`config.mk`:
```
export PLATFORM = sky130hd
export DESIGN_NAME = bcd_updown_counter
export DESIGN_NICKNAME = d
export VERILOG_FILES = /design/src/rtl/bcd_updown_counter.sv
export SDC_FILE = /design/constraint.sdc
export NUM_CORES = 1
export LEC_CHECK = 0
export CORE_MARGIN = 5
export CORE_UTILIZATION = 50
export DETAILED_ROUTE_END_ITERATION = 8
export GPL_TIMING_DRIVEN = 0
export PLACE_DENSITY = 0.69
export SKIP_CTS_REPAIR_TIMING = 1
export SLEW_MARGIN = 30
export SYNTH_ARGS = -nofsm -noshare
export SYNTH_HDL_FRONTEND = slang
export SYNTH_SLANG_ARGS = --single-unit
```
`constraint.sdc`:
```
create_clock -name i_Clk -period 6.35 [get_ports i_Clk]
set_input_delay 1.27 -clock i_Clk [delete_from_list [all_inputs] [get_ports i_Clk]]
set_output_delay 1.27 -clock i_Clk [all_outputs]
set_load 0.01 [all_outputs]
```
`src/rtl/bcd_updown_counter.sv`:
```
// Multi-digit BCD up/down counter with press-step and hold-to-repeat.
// Wraps or saturates at 0 and MAX_VALUE.
module bcd_updown_counter #(
  parameter int NUM_DIGITS    = 2,
  parameter int MAX_VALUE     = 99,
  parameter bit WRAP          = 1'b1,
  parameter int REPEAT_DELAY  = 12_500_000,
  parameter int REPEAT_PERIOD = 2_500_000
) (
  input  logic                    i_Clk,
  input  logic                    i_Reset,
  input  logic                    i_Up,
  input  logic                    i_Down,
  output logic [4*NUM_DIGITS-1:0] o_Digits,
  output logic                    o_Wrap,
  output logic                    o_Limit
);

  localparam int W       = 4 * NUM_DIGITS;
  localparam int CNT_TOP = (REPEAT_DELAY > REPEAT_PERIOD) ? REPEAT_DELAY : REPEAT_PERIOD;
  localparam int CW      = $clog2(CNT_TOP + 1);

  localparam logic [CW-1:0] DELAY_CNT  = CW'(REPEAT_DELAY);
  localparam logic [CW-1:0] PERIOD_CNT = CW'(REPEAT_PERIOD);

  function automatic logic [W-1:0] to_bcd(input int value);
    int v;
    logic [W-1:0] r;
    v = value;
    r = '0;
    for (int i = 0; i < NUM_DIGITS; i++) begin
      r[4*i +: 4] = 4'(v % 10);
      v = v / 10;
    end
    return r;
  endfunction

  localparam logic [W-1:0] MAX_BCD = to_bcd(MAX_VALUE);

  function automatic logic [W-1:0] bcd_inc(input logic [W-1:0] value);
    logic [W-1:0] r;
    logic carry;
    r     = value;
    carry = 1'b1;
    for (int i = 0; i < NUM_DIGITS; i++) begin
      if (carry) begin
        if (r[4*i +: 4] == 4'd9) begin
          r[4*i +: 4] = 4'd0;
        end else begin
          r[4*i +: 4] = r[4*i +: 4] + 4'd1;
          carry = 1'b0;
        end
      end
    end
    return r;
  endfunction

  function automatic logic [W-1:0] bcd_dec(input logic [W-1:0] value);
    logic [W-1:0] r;
    logic borrow;
    r      = value;
    borrow = 1'b1;
    for (int i = 0; i < NUM_DIGITS; i++) begin
      if (borrow) begin
        if (r[4*i +: 4] == 4'd0) begin
          r[4*i +: 4] = 4'd9;
        end else begin
          r[4*i +: 4] = r[4*i +: 4] - 4'd1;
          borrow = 1'b0;
        end
      end
    end
    return r;
  endfunction

  typedef enum logic [1:0] {IDLE, DELAY, REPEAT} state_t;

  state_t        state, state_n;
  logic          dir_up, dir_up_n;
  logic [CW-1:0] count, count_n;
  logic          prev_up, prev_down;
  logic [W-1:0]  digits, digits_n;
  logic          wrap_q, wrap_n;
  logic          limit_q, limit_n;
  logic          up_edge, down_edge, held, other;
  logic          do_step, step_up;

  assign up_edge   = i_Up & ~prev_up;
  assign down_edge = i_Down & ~prev_down;
  assign held      = dir_up ? i_Up : i_Down;
  assign other     = dir_up ? i_Down : i_Up;

  always_comb begin
    state_n  = state;
    dir_up_n = dir_up;
    count_n  = count;
    do_step  = 1'b0;
    step_up  = dir_up;
    case (state)
      IDLE: begin
        if (up_edge && !i_Down) begin
          do_step  = 1'b1;
          step_up  = 1'b1;
          dir_up_n = 1'b1;
          count_n  = CW'(1);
          state_n  = DELAY;
        end else if (down_edge && !i_Up) begin
          do_step  = 1'b1;
          step_up  = 1'b0;
          dir_up_n = 1'b0;
          count_n  = CW'(1);
          state_n  = DELAY;
        end
      end
      // Both hold states abort on release or on any activity of the other button.
      DELAY, REPEAT: begin
        if (!held || other) begin
          state_n = IDLE;
          count_n = '0;
        end else if (count == ((state == DELAY) ? DELAY_CNT : PERIOD_CNT)) begin
          do_step = 1'b1;
          count_n = CW'(1);
          state_n = REPEAT;
        end else begin
          count_n = count + CW'(1);
        end
      end
      default: begin
        state_n = IDLE;
        count_n = '0;
      end
    endcase
  end

  always_comb begin
    digits_n = digits;
    wrap_n   = 1'b0;
    limit_n  = 1'b0;
    if (do_step) begin
      if (step_up) begin
        if (digits == MAX_BCD) begin
          if (WRAP) begin
            digits_n = '0;
            wrap_n   = 1'b1;
          end else begin
            limit_n = 1'b1;
          end
        end else begin
          digits_n = bcd_inc(digits);
        end
      end else begin
        if (digits == '0) begin
          if (WRAP) begin
            digits_n = MAX_BCD;
            wrap_n   = 1'b1;
          end else begin
            limit_n = 1'b1;
          end
        end else begin
          digits_n = bcd_dec(digits);
        end
      end
    end
  end

  // Previous samples reset high so a button held through reset needs a fresh press.
  always_ff @(posedge i_Clk) begin
    if (i_Reset) begin
      state     <= IDLE;
      dir_up    <= 1'b1;
      count     <= '0;
      digits    <= '0;
      wrap_q    <= 1'b0;
      limit_q   <= 1'b0;
      prev_up   <= 1'b1;
      prev_down <= 1'b1;
    end else begin
      state     <= state_n;
      dir_up    <= dir_up_n;
      count     <= count_n;
      digits    <= digits_n;
      wrap_q    <= wrap_n;
      limit_q   <= limit_n;
      prev_up   <= i_Up;
      prev_down <= i_Down;
    end
  end

  assign o_Digits = digits;
  assign o_Wrap   = wrap_q;
  assign o_Limit  = limit_q;

endmodule
```
==> results.yml <==
final_layout:
  area_growth_pct: 11.7
  drive_gt1_frac: 0.115
  final_cell_count_no_fill: 347
  nNetsFinal: 303
  n_antenna_cell: 0
synth:
  synth_area_per_cell_um2: 8.34
  synth_edf_count: 0
  synth_warnings: 0
  synth-seq-area-share: 0.330
  synth.distinct_cells: 59
  syn_area_um2: 2300
  synth_fp_nets: 285
  synthFlopType: "dfxtp_1"
  synth_seq_cells: 38
  synthCells: 276
  async_reset_ff_frac: 0
worst_setup_path:
  r2r_start: "state[0]"
  startpoint_type: "input port"
  cp-end-kind: "register"
  r2r-end: "o_Digits[7]"
  cp_slowest_cell: "clkdlybuf4s50_1"
  path_class: "in -> reg"
  path_cells: "clkdlybuf4s50_1, nor3b_1, o211ai_1, clkbuf_1, mux2i_1, nand4_1, a221oi_1"
  r2r_cells: 9
  rrSetupSlack_ps: 3830
  cp_max_fo: 10
  cp_slowest_stage_delay_ps: 600
  worstPathRequired_ps: 6550
  cp.arrival_ps: 3450
sta:
  tightest_slew_ps: 766
  post-route-min-period_ps: 3250
  worst_clock_skew_ps: 10.2
  setup_tns_ps: 0
  period_share: 0.511
  max_freq_mhz: 308
  finalHoldViolations: 0
  drv_slew: 0
  slew-limit-headroom: 0.483
  rsz0062_at_grt: "no"
  setup_viol: 0
power:
  power_frac_seq: 0.527
  p_leak_nw: 0.876
  p_int_mw: 0.345
  power.total_mw: 0.464
  comb_power_share: 0.093
  p_sw_mw: 0.118
  ir_drop_mv: 0.110
  p_sw_frac: 0.255
  p_per_area_nw_per_um2: 180
  pwr-share-clk: 0.380
min_path:
  hold_class: "reg -> reg"
  min_from: "count[1]"
  whs_endpoint: "count[1]"
  min_path_cells: 2
route:
  route.detailed.drc: 0
  detail-route-antenna-nets: 0
  vias_per_cell: 5.83
  first_iter_violations: 100
  wire_per_inst_um: 14.3
  first_pass_iters: 4
  dr_total_vias: 2022
  wl_mm: 4.98
flow_run:
  cap_violations: 0
clock_network:
  cts_tree: "built"
  htreeDepth: 2
  clk-insertion-delay-late_ps: 290
  clock_path_buffers: 2
  cts_root_buf: "clkbuf_8"
  cts_inserted_buffers: 5
  clk_pin_slew_ps: 80
  clkSinkCount: 38
global_routing:
  grt_usage: 0.168
  grt_max_degree: 13
  grt_overflow: 0
  antenna_found_initial: 0
  grt_pass1_vias: 1747
  grt_pass1_wl_mm: 8.44
floorplan:
  core_area_um2: 4410
  die_w_um: 77.9
  dieArea_um2: 6060
  start_util: 0.522
  placementRows: 24
  die_height_um: 77.9
  io_pins: 14
placement:
  dp_hpwl_mm: 3.59
  io_buffers: 11
  gp_congestion: 0.842
  dp_cells: 339
run_status:
  status: "finished, final reports clean"
[how the worst max path moves through the flow]
stage          startpoint           to  slack [ps]
2_1_floorplan      i_Down    count[11]        3550
3_3_place_gp         i_Up  o_Digits[7]        2820
6_report             i_Up  o_Digits[7]        3100
4_1_cts            i_Down  o_Digits[7]        3120
3_5_place_dp         i_Up  o_Digits[4]        2820
5_1_grt            i_Down  o_Digits[7]        2900
[power groups by stage]
stage | combinational, mW | sequential, mW | clock (mW)
floorplan | 0.0305 | 0.250 | 0
global placement | 0.0425 | 0.250 | 0
detailed placement | 0.0430 | 0.250 | 0
CTS | 0.0431 | 0.244 | 0.181
global route | 0.0480 | 0.245 | 0.191
finish | 0.0431 | 0.245 | 0.176
[layout by cell type (no fill, tap or decap), types with 2 or more instances in the layout]
master | netlist | routed
dfxtp_1 | 38 | 38
nor2_1 | 36 | 36
xnor2_1 | 16 | 16
nand3_1 | 13 | 13
nand2_1 | 12 | 12
nand4_1 | 12 | 12
inv_1 | 11 | 11
clkdlybuf4s50_1 | 0 | 11
clkbuf_1 | 9 | 9
xor2_1 | 9 | 9
and3_1 | 8 | 8
a21oi_1 | 8 | 8
nor4_1 | 7 | 7
o211ai_1 | 6 | 6
o21ai_0 | 6 | 6
clkbuf_8 | 0 | 6
nor4_2 | 5 | 5
ha_1 | 5 | 5
nor3b_1 | 4 | 4
buf_2 | 4 | 4
or2_2 | 4 | 4
nor3_1 | 4 | 4
a31oi_1 | 4 | 4
and4_1 | 3 | 3
mux2_2 | 3 | 3
or3_1 | 3 | 3
nor2b_1 | 3 | 3
and2_1 | 2 | 2
a22oi_1 | 2 | 2
a221oi_1 | 2 | 2
buf_1 | 2 | 2
mux2i_1 | 2 | 2
a211oi_1 | 2 | 2
o31a_1 | 2 | 2
or3b_1 | 2 | 2
a41o_1 | 2 | 2
[cell type report]
| type | instances | area [um^2] |
|---|---|---|
| well taps | 52 | 65.1 |
| multi-input cells | 210 | 1420 |
| plain buffers | 17 | 80.1 |
| flip-flops and latches | 38 | 761 |
| fillers | 405 | 1840 |
| clock buffers | 6 | 82.6 |
| clock inverters | 2 | 12.5 |
| repair buffers | 11 | 110 |
| inverters | 11 | 41.3 |
[per-stage QoR]
stage | hold slack, ps | cell area (um^2) | setup WS, ps | util
finish | 510 | 2570 | 3100 | 0.583
global route | 563 | 2570 | 2900 | 0.583
CTS | 511 | 2570 | 3120 | 0.583
detailed placement | 500 | 2480 | 2820 | 0.561
global placement | 512 | 2480 | 2820 | 0.561
floorplan | 474 | 2300 | 3550 | -
[kinds of logic (layout without fill, tap and decap cells)]
kind of cell | count (synthesis) | in the layout | share of synthesized area
AOI/OAI and AO/OA | 47 | 47 | 0.150
xor gates and xnor gates | 25 | 25 | 0.0951
adders and majority gates | 5 | 5 | 0.0272
buffers and inverters | 28 | 47 | 0.0527
DFF | 38 | 38 | 0.330
muxes | 5 | 5 | 0.0234
other | 1 | 1 | 0.00163
and+or+nand+nor | 127 | 127 | 0.320
[state kept, by name, indices dropped and copies added (netlist names)]
| register | count |
|---|---|
| count | 24 |
| dir_up | 1 |
| o_Digits | 8 |
| o_Wrap | 1 |
| prev_down | 1 |
| prev_up | 1 |
| state | 2 |
[Yosys cell counts, types with 4 or more instances]
| library cell | n | area (um^2) |
|---|---|---|
| nand4_1 | 12 | 75.1 |
| nor3_1 | 4 | 20.0 |
| o211ai_1 | 6 | 45.0 |
| or2_2 | 4 | 25.0 |
| inv_1 | 11 | 41.3 |
| nand3_1 | 13 | 65.1 |
| nor4_1 | 7 | 43.8 |
| a31oi_1 | 4 | 25.0 |
| dfxtp_1 | 38 | 761 |
| o21ai_0 | 6 | 30.0 |
| ha_1 | 5 | 62.6 |
| nor2_1 | 36 | 135 |
| clkbuf_1 | 9 | 33.8 |
| buf_2 | 4 | 20.0 |
| xor2_1 | 9 | 78.8 |
| nor4_2 | 5 | 62.6 |
| xnor2_1 | 16 | 140 |
| and3_1 | 8 | 50.1 |
| nor3b_1 | 4 | 30.0 |
| nand2_1 | 12 | 45.0 |
| a21oi_1 | 8 | 40.0 |
[worst max-delay path, delay by kind of cell]
family / cells / cell delay [ps]
AND/OR/NAND/NOR: 2 / 220
AO/OA/AOI/OAI: 2 / 700
multiplexers: 1 / 250
buffers and inverters: 2 / 1010
[per-layer routing]
metal	track usage	vias to the layer above	wire length (um)
li1	-	1043	-
met1	0.226	940	2430
met2	0.270	34	2340
met3	0.0382	5	158
met4	0.0464	0	49
met5	0	-	0
(Power assumes the default switching activity.)
